==> src/rtl/axi_xbar_nport.sv <==
// axi_xbar_nport: one AXI4 master fanned out to NS address-windowed slaves.
// Read (AR/R) and write (AW/W/B) paths are independent, each allowing one
// outstanding burst. AR/AW/W payloads are broadcast to every slave; only the
// valid/ready pairs are steered, and R/B are muxed back from the latched slave.
// All channels pass through combinationally; the only state is the per-path
// FSM with its latched slave select, ID and decode-error beat counter.
// Build option AXI_XBAR_DECERR_EN: unmapped requests are accepted and answered
// by an internal DECERR responder. Without it an unmapped request is never
// accepted and no slave sees a valid.
module axi_xbar_nport #(
  parameter int NS  = 2,
  parameter int AW  = 32,
  parameter int DW  = 64,
  parameter int IDW = 4,
  parameter logic [NS*AW-1:0] SLV_BASE = '0,
  parameter logic [NS*AW-1:0] SLV_MASK = '0
) (
  input  logic                  clk,
  input  logic                  rstn,
  // master read address
  input  logic [AW-1:0]         s_araddr,
  input  logic [IDW-1:0]        s_arid,
  input  logic [7:0]            s_arlen,
  input  logic [2:0]            s_arsize,
  input  logic [1:0]            s_arburst,
  input  logic                  s_arvalid,
  output logic                  s_arready,
  // master read data
  output logic [DW-1:0]         s_rdata,
  output logic [IDW-1:0]        s_rid,
  output logic [1:0]            s_rresp,
  output logic                  s_rlast,
  output logic                  s_rvalid,
  input  logic                  s_rready,
  // master write address
  input  logic [AW-1:0]         s_awaddr,
  input  logic [IDW-1:0]        s_awid,
  input  logic [7:0]            s_awlen,
  input  logic [2:0]            s_awsize,
  input  logic [1:0]            s_awburst,
  input  logic                  s_awvalid,
  output logic                  s_awready,
  // master write data
  input  logic [DW-1:0]         s_wdata,
  input  logic [DW/8-1:0]       s_wstrb,
  input  logic                  s_wlast,
  input  logic                  s_wvalid,
  output logic                  s_wready,
  // master write response
  output logic [IDW-1:0]        s_bid,
  output logic [1:0]            s_bresp,
  output logic                  s_bvalid,
  input  logic                  s_bready,
  // slave read address, slave i at slice i
  output logic [NS*AW-1:0]      m_araddr,
  output logic [NS*IDW-1:0]     m_arid,
  output logic [NS*8-1:0]       m_arlen,
  output logic [NS*3-1:0]       m_arsize,
  output logic [NS*2-1:0]       m_arburst,
  output logic [NS-1:0]         m_arvalid,
  input  logic [NS-1:0]         m_arready,
  // slave read data
  input  logic [NS*DW-1:0]      m_rdata,
  input  logic [NS*IDW-1:0]     m_rid,
  input  logic [NS*2-1:0]       m_rresp,
  input  logic [NS-1:0]         m_rlast,
  input  logic [NS-1:0]         m_rvalid,
  output logic [NS-1:0]         m_rready,
  // slave write address
  output logic [NS*AW-1:0]      m_awaddr,
  output logic [NS*IDW-1:0]     m_awid,
  output logic [NS*8-1:0]       m_awlen,
  output logic [NS*3-1:0]       m_awsize,
  output logic [NS*2-1:0]       m_awburst,
  output logic [NS-1:0]         m_awvalid,
  input  logic [NS-1:0]         m_awready,
  // slave write data
  output logic [NS*DW-1:0]      m_wdata,
  output logic [NS*DW/8-1:0]    m_wstrb,
  output logic [NS-1:0]         m_wlast,
  output logic [NS-1:0]         m_wvalid,
  input  logic [NS-1:0]         m_wready,
  // slave write response
  input  logic [NS*IDW-1:0]     m_bid,
  input  logic [NS*2-1:0]       m_bresp,
  input  logic [NS-1:0]         m_bvalid,
  output logic [NS-1:0]         m_bready
);

  localparam int SW = (NS > 1) ? $clog2(NS) : 1;

`ifdef AXI_XBAR_DECERR_EN
  localparam logic DECERR = 1'b1;
`else
  localparam logic DECERR = 1'b0;
`endif

  typedef enum logic {R_IDLE, R_DATA} r_state_t;
  typedef enum logic [1:0] {W_IDLE, W_DATA, W_RESP} w_state_t;

  // Returns {hit, index}; scanning downwards lets the lowest matching index win.
  function automatic logic [SW:0] decode(input logic [AW-1:0] addr);
    logic [SW:0] res;
    res = '0;
    for (int i = NS - 1; i >= 0; i--) begin
      if ((addr & SLV_MASK[i*AW +: AW]) == (SLV_BASE[i*AW +: AW] & SLV_MASK[i*AW +: AW]))
        res = {1'b1, SW'(i)};
    end
    return res;
  endfunction

  r_state_t       r_st;
  logic           r_err;
  logic [SW-1:0]  rsel;
  logic [7:0]     r_cnt;
  logic [IDW-1:0] r_id;
  logic           ar_hit;
  logic [SW-1:0]  ar_sel;

  w_state_t       w_st;
  logic           w_err;
  logic [SW-1:0]  wsel;
  logic [IDW-1:0] w_id;
  logic           aw_hit;
  logic [SW-1:0]  aw_sel;

  assign {ar_hit, ar_sel} = decode(s_araddr);
  assign {aw_hit, aw_sel} = decode(s_awaddr);

  // Request payloads go to every slave unchanged.
  assign m_araddr  = {NS{s_araddr}};
  assign m_arid    = {NS{s_arid}};
  assign m_arlen   = {NS{s_arlen}};
  assign m_arsize  = {NS{s_arsize}};
  assign m_arburst = {NS{s_arburst}};
  assign m_awaddr  = {NS{s_awaddr}};
  assign m_awid    = {NS{s_awid}};
  assign m_awlen   = {NS{s_awlen}};
  assign m_awsize  = {NS{s_awsize}};
  assign m_awburst = {NS{s_awburst}};
  assign m_wdata   = {NS{s_wdata}};
  assign m_wstrb   = {NS{s_wstrb}};
  assign m_wlast   = {NS{s_wlast}};

  // Read-path steering: AR to the decoded slave in idle, R back from the latched slave.
  always_comb begin
    m_arvalid = '0;
    s_arready = 1'b0;
    m_rready  = '0;
    s_rvalid  = 1'b0;
    s_rdata   = '0;
    s_rid     = '0;
    s_rresp   = '0;
    s_rlast   = 1'b0;
    if (rstn) begin
      if (r_st == R_IDLE) begin
        if (ar_hit) begin
          m_arvalid[ar_sel] = s_arvalid;
          s_arready         = m_arready[ar_sel];
        end else begin
          s_arready = DECERR;
        end
      end else if (r_err) begin
        s_rvalid = 1'b1;
        s_rresp  = 2'b11;
        s_rid    = r_id;
        s_rlast  = (r_cnt == 8'd0);
      end else begin
        s_rvalid       = m_rvalid[rsel];
        s_rdata        = m_rdata[rsel*DW +: DW];
        s_rid          = m_rid[rsel*IDW +: IDW];
        s_rresp        = m_rresp[rsel*2 +: 2];
        s_rlast        = m_rlast[rsel];
        m_rready[rsel] = s_rready;
      end
    end
  end

  // Read FSM: one burst in flight; returns to idle on the last accepted beat.
  always_ff @(posedge clk) begin
    if (!rstn) begin
      r_st  <= R_IDLE;
      r_err <= 1'b0;
    end else begin
      case (r_st)
        R_IDLE: if (s_arvalid && s_arready) begin
          r_st  <= R_DATA;
          r_err <= !ar_hit;
        end
        R_DATA: if (s_rvalid && s_rready && s_rlast) r_st <= R_IDLE;
        default: r_st <= R_IDLE;
      endcase
    end
  end

  // Read transaction context; the counter only drives the error responder's rlast.
  always_ff @(posedge clk) begin
    if (r_st == R_IDLE && s_arvalid && s_arready) begin
      rsel  <= ar_sel;
      r_cnt <= s_arlen;
      r_id  <= s_arid;
    end else if (r_st == R_DATA && s_rvalid && s_rready) begin
      r_cnt <= r_cnt - 8'd1;
    end
  end

  // Write-path steering: AW in idle, W during data, B during response; W held off until AW.
  always_comb begin
    m_awvalid = '0;
    s_awready = 1'b0;
    m_wvalid  = '0;
    s_wready  = 1'b0;
    m_bready  = '0;
    s_bvalid  = 1'b0;
    s_bid     = '0;
    s_bresp   = '0;
    if (rstn) begin
      case (w_st)
        W_IDLE: begin
          if (aw_hit) begin
            m_awvalid[aw_sel] = s_awvalid;
            s_awready         = m_awready[aw_sel];
          end else begin
            s_awready = DECERR;
          end
        end
        W_DATA: begin
          if (w_err) begin
            s_wready = 1'b1;
          end else begin
            m_wvalid[wsel] = s_wvalid;
            s_wready       = m_wready[wsel];
          end
        end
        W_RESP: begin
          if (w_err) begin
            s_bvalid = 1'b1;
            s_bresp  = 2'b11;
            s_bid    = w_id;
          end else begin
            s_bvalid       = m_bvalid[wsel];
            s_bid          = m_bid[wsel*IDW +: IDW];
            s_bresp        = m_bresp[wsel*2 +: 2];
            m_bready[wsel] = s_bready;
          end
        end
        default: ;
      endcase
    end
  end

  // Write FSM: address, then data until wlast, then a single response.
  always_ff @(posedge clk) begin
    if (!rstn) begin
      w_st  <= W_IDLE;
      w_err <= 1'b0;
    end else begin
      case (w_st)
        W_IDLE: if (s_awvalid && s_awready) begin
          w_st  <= W_DATA;
          w_err <= !aw_hit;
        end
        W_DATA: if (s_wvalid && s_wready && s_wlast) w_st <= W_RESP;
        W_RESP: if (s_bvalid && s_bready) w_st <= W_IDLE;
        default: w_st <= W_IDLE;
      endcase
    end
  end

  // Write transaction context captured on the AW handshake.
  always_ff @(posedge clk) begin
    if (w_st == W_IDLE && s_awvalid && s_awready) begin
      wsel <= aw_sel;
      w_id <= s_awid;
    end
  end

endmodule

==> config.mk <==
export PLATFORM = sky130hd
export DESIGN_NAME = axi_xbar_nport
export DESIGN_NICKNAME = d
export VERILOG_FILES = /design/src/rtl/axi_xbar_nport.sv
export SDC_FILE = /design/constraint.sdc
export NUM_CORES = 1
export LEC_CHECK = 0
export BUFFER_PORTS_ARGS = -buffer_cell sky130_fd_sc_hd__buf_2
export CAP_MARGIN = 20
export CORE_AREA = 2 2 298 300
export CTS_BUF_LIST = sky130_fd_sc_hd__clkbuf_8
export DETAILED_ROUTE_END_ITERATION = 10
export DIE_AREA = 0 0 300 302
export GPL_TIMING_DRIVEN = 0
export HOLD_SLACK_MARGIN = 0.03
export SETUP_SLACK_MARGIN = 0.05
export SYNTH_ARGS = -nofsm -noshare
export SYNTH_HDL_FRONTEND = slang
export SYNTH_SLANG_ARGS = --single-unit
==> constraint.sdc <==
create_clock -name clk -period 2.6 [get_ports clk]
set_input_delay 0.26 -clock clk [delete_from_list [all_inputs] [get_ports clk]]
set_output_delay 0.26 -clock clk [all_outputs]
set_load 0.05 [all_outputs]
# Yosys cells after proc, flatten, opt, wreduce, memory -nomap -nowiden
# Index checks and enable logic that the tools add are counted.
# totals
register_bits	3
in_bits	342
output_inout_bits	434
wordCells	56
# op_classes
n_eq_ne	5
muxes	39
bitwise	1
n_reduce_logical	9
# ops
operator	count
64-bit two-way mux	2
1-bit two-way mux	24
4-bit two-way mux	4
2-bit two-way mux	7
1-bit logical AND	7
2-bit inequality test, second input constant	3
2-bit case mux with 3 select lines	1
3-bit AND reduction	1
2-bit by 1-bit equality test with 1-bit output, second input constant	1
2-bit equality test, second input constant	1
2-bit zero test	1
1-bit case mux with 2 select lines	1
1-bit NOT	1

# Logic depth before layout (Yosys ltp)
# depth
ltp_word	7
ltp_mapped	3
mapped_depth_nobuf	3

# Worst setup path after synthesis
# Ideal clock, no wire load.
# synth_path
path_kind	register to output
startpoint	register r_st
endpoint	output s_rdata[12]
arrival_ps	1153
required_ps	2340
path_slack_ps	1187
stages_incl_launch_ff	4
path_buffers	2
cell_sequence	dfxtp_1 -> buf_4 -> clkbuf_1 -> and3_1
# synth_via
elab_chain_len	2
# synth_lines
element	line_no	text
start, declared	112	r_state_t r_st;
start signal, assigned	182	r_st <= R_IDLE;
start signal, assigned	187	r_st <= R_DATA;
start signal, assigned	190	R_DATA: if (s_rvalid && s_rready && s_rlast) r_st <= R_IDLE;
64-bit two-way mux	156	if (r_st == R_IDLE) begin
64-bit two-way mux	155	if (rstn) begin
end, declared	29	output logic [DW-1:0] s_rdata,
# No other way between the ends.

# Worst setup path after layout
# layout_path
startpoint	register r_st
endpoint	output s_rdata[45]
# The elaborated chain is that of the path after synthesis.

==> metrics.md <==
| Metric | Value |
|---|---|
| Crit path time final | between 2 and 2.5 ns |
| Area of placed instances | 7470 µm² |
| P_sw | roughly 1.5 mW |
| Final Instance Area | between 7000 and 8000 µm² |
| Power share of the clock group | 7.4% |
| First-pass GRT wire length | 46300 µm |
| Part of the cycle the worst path needs | 87.4% |
| Critical path startpoint category | register |
| Root buffer cell | clkbuf_8 |
| Io pins | between 700 and 800 |
| Port bufs | 518 |
| Fill cells | 10300 |
| Status | complete, no violations |
| Commonest non-fill, non-tap cell in the layout | buf_2 |
| Synth warn | 0 |
| PnR worst setup slack | roughly 0.33 ns |
| RSZ-0062 raised after global routing | false |
| Switching part of the total | 66.7% |
| DIE AREA | 90600 µm² |
| CTS resizes | 0 |
| Clk_lat worst skew | 0.26 ns |
| Post-synthesis cell type count | 21 |
| Max_cap viols | 0 |
| Most frequent cells in the layout | buf_2 (520), buf_4 (348), and3_1 (75) |
| Largest net degree at the start of global routing | 11 |
| Die height | 302 µm |
| Remaining Overflow, GRT | 0 |
| Leak pwr | 4.45 nW |
| Combinational Power Share | 90.3% |
| Max-Slew Margin vs Limit | 57.0% |
| Fin Hold WS | 0.222 ns |
| Syn Inst Count | 466 |
| Sequential share of power | roughly 2.3% |
| CTS max path bufs | 2 |
| Pre-CTS setup slack | about 0.2 ns |
| Num rows | 109 |
| Syn avg cell area | 7.31 µm² |
| Endpoints failing hold | 0 |
| DRC | 0 |
| GR Util All Layers | 8.22% |
| Antenna-violating nets left | 0 |
| Worst vdd rail ir drop | 0.183 mV |
| Initial antenna violation count | 52 |
| Die W | about 300 µm |
| #FFs+latches synth | 3 |
| Layout cells sized above 1 | 88.6% |
| DP HPWL | 39200 µm |
| Setup Fix Bufs, Post-CTS | 0 |
| Layout net count | around 1300 |
| GPL Wtd Cong | roughly 0.85 |
| Total CTS buffers | 3 |
| Worst EP required | 2.34 ns |
| H-tree levels | 1 |
| Pins Over Slew Limit | 0 |
| Via count | 4843 |
| Hold crit path type | primary input to register |
| Worst Max-Slew Pin Slew | about 0.65 ns |
| Final WL | 40800 µm |
| CTS Hold Bufs | 0 |
| Vias in the first global route | 4157 |
| Post-Syn Area | 3410 µm² |
| RR Startpoint | w_st[0] |
| DRT Pass-1 Iters | 4 |
| CP Class | register to output pin |
| Internal power | about 0.76 mW |
| Critical Path Fanout Max | 10 |
| Drt initial violations | 134 |
| Core ar. | between 80000 and 90000 µm² |
| PwrDens | 305 nW/µm² |
| Setup Skew | approximately 0.023 ns |
| Sink Count | 3 |
| Initial Util | 3.89% |
| Layout area overhead | 121% |
| WL per Instance | 18.9 µm |
| Count of final setup violators | 0 |
| Hold Path Origin | m_arready[0] |
| Worst setup path start | r_st |
| Max Fclk | 0.440 GHz |
| Setup TNS | 0 ns |
| Average via count per standard cell | 2.24 |
| CTS tree | built |
| Seq/Total Area, Yosys | 1.76% |
| Crit end category | output pin |
| Clock slew at reported path FFs | 0.06 ns |
| Core Util, Final | around 8.6% |
| Arr. time, crit path | around 2.0 ns |
==> sequential cells by signal, summed over array words and instances (netlist names) <==
register and count:
w_st 2, r_st 1
==> kinds of logic after synthesis <==
group           synth area share (%)
compound gates                  1.10
buf+inv                         78.7
flops                           1.76
other cells                    0.110
simple gates                    18.3
==> final cells by class <==
type	count	area (µm²)	share of cell area, %
sequential	3	60.1	0.798
tap	1165	1460	19.4
multi-input combinational	102	679	9.03
clock inverter	1	3.75	0.0499
antenna	4	10.0	0.133
clock buffer	3	41.3	0.549
inverter	1	3.75	0.0499
timing repair buffer	518	2590	34.4
buffer	364	2680	35.6
==> final timing paths <==
kind	cells after the start	endpoint	slack, ns
min	2	r_st	0.22
max reg2reg	3	w_st[0]	1.55
max	4	s_rdata[45]	0.33
min reg2reg	2	w_st[1]	0.65
==> per-stage QoR <==
step / cells / power (mW)
finish: 2161 / 2.30
global route: 2158 / 2.39
CTS: 2157 / 2.34
detailed placement: 2153 / 2.14
global placement: 2153 / 2.14
floorplan: 470 / 1.69
==> per-layer routing <==
layer	global-route usage [%]	vias up	wire, µm	share of wire [%]
met5	0	-	384	0.94
met4	1.43	64	877	2.1
met3	5.91	107	6930	17
met2	12.0	459	16400	40
met1	9.77	2030	16300	40
li1	-	2183	-	-
==> critical path: stages (launching register included) <==
cell,delay (ns)
dfxtp_1,0.41
buf_4,0.33
clkbuf_1,0.39
and3_1,0.29
buf_2,0.31
==> cells in the mapped netlist <==
| cell type | n | area, µm² |
|---|---|---|
| a211oi_1 | 1 | 7.51 |
| a22oi_2 | 1 | 12.5 |
| a32o_1 | 1 | 10.0 |
| and2_1 | 8 | 50.1 |
| and2b_2 | 1 | 8.76 |
| and3_1 | 75 | 469 |
| and3b_1 | 2 | 17.5 |
| and4bb_2 | 1 | 12.5 |
| and4bb_4 | 1 | 16.3 |
| buf_2 | 2 | 10.0 |
| buf_4 | 348 | 2610 |
| clkbuf_1 | 12 | 45.0 |
| clkbuf_2 | 2 | 10.0 |
| conb_1 | 1 | 3.75 |
| dfxtp_1 | 3 | 60.1 |
| inv_1 | 1 | 3.75 |
| nand3_1 | 2 | 10.0 |
| nor3b_1 | 1 | 7.51 |
| nor3b_2 | 1 | 12.5 |
| nor3b_4 | 1 | 18.8 |
| o21a_1 | 1 | 7.51 |
==> power by group through the flow <==
stage               Sequential [mW]  Clock, mW  Combinational [mW]
detailed placement           0.0528          0                2.09
finish                       0.0518      0.171                2.07
CTS                          0.0518      0.192                2.10
global placement             0.0527          0                2.09
floorplan                    0.0513          0                1.64
global route                 0.0524      0.186                2.16
Note: power is estimated with default switching activity, not from simulation.
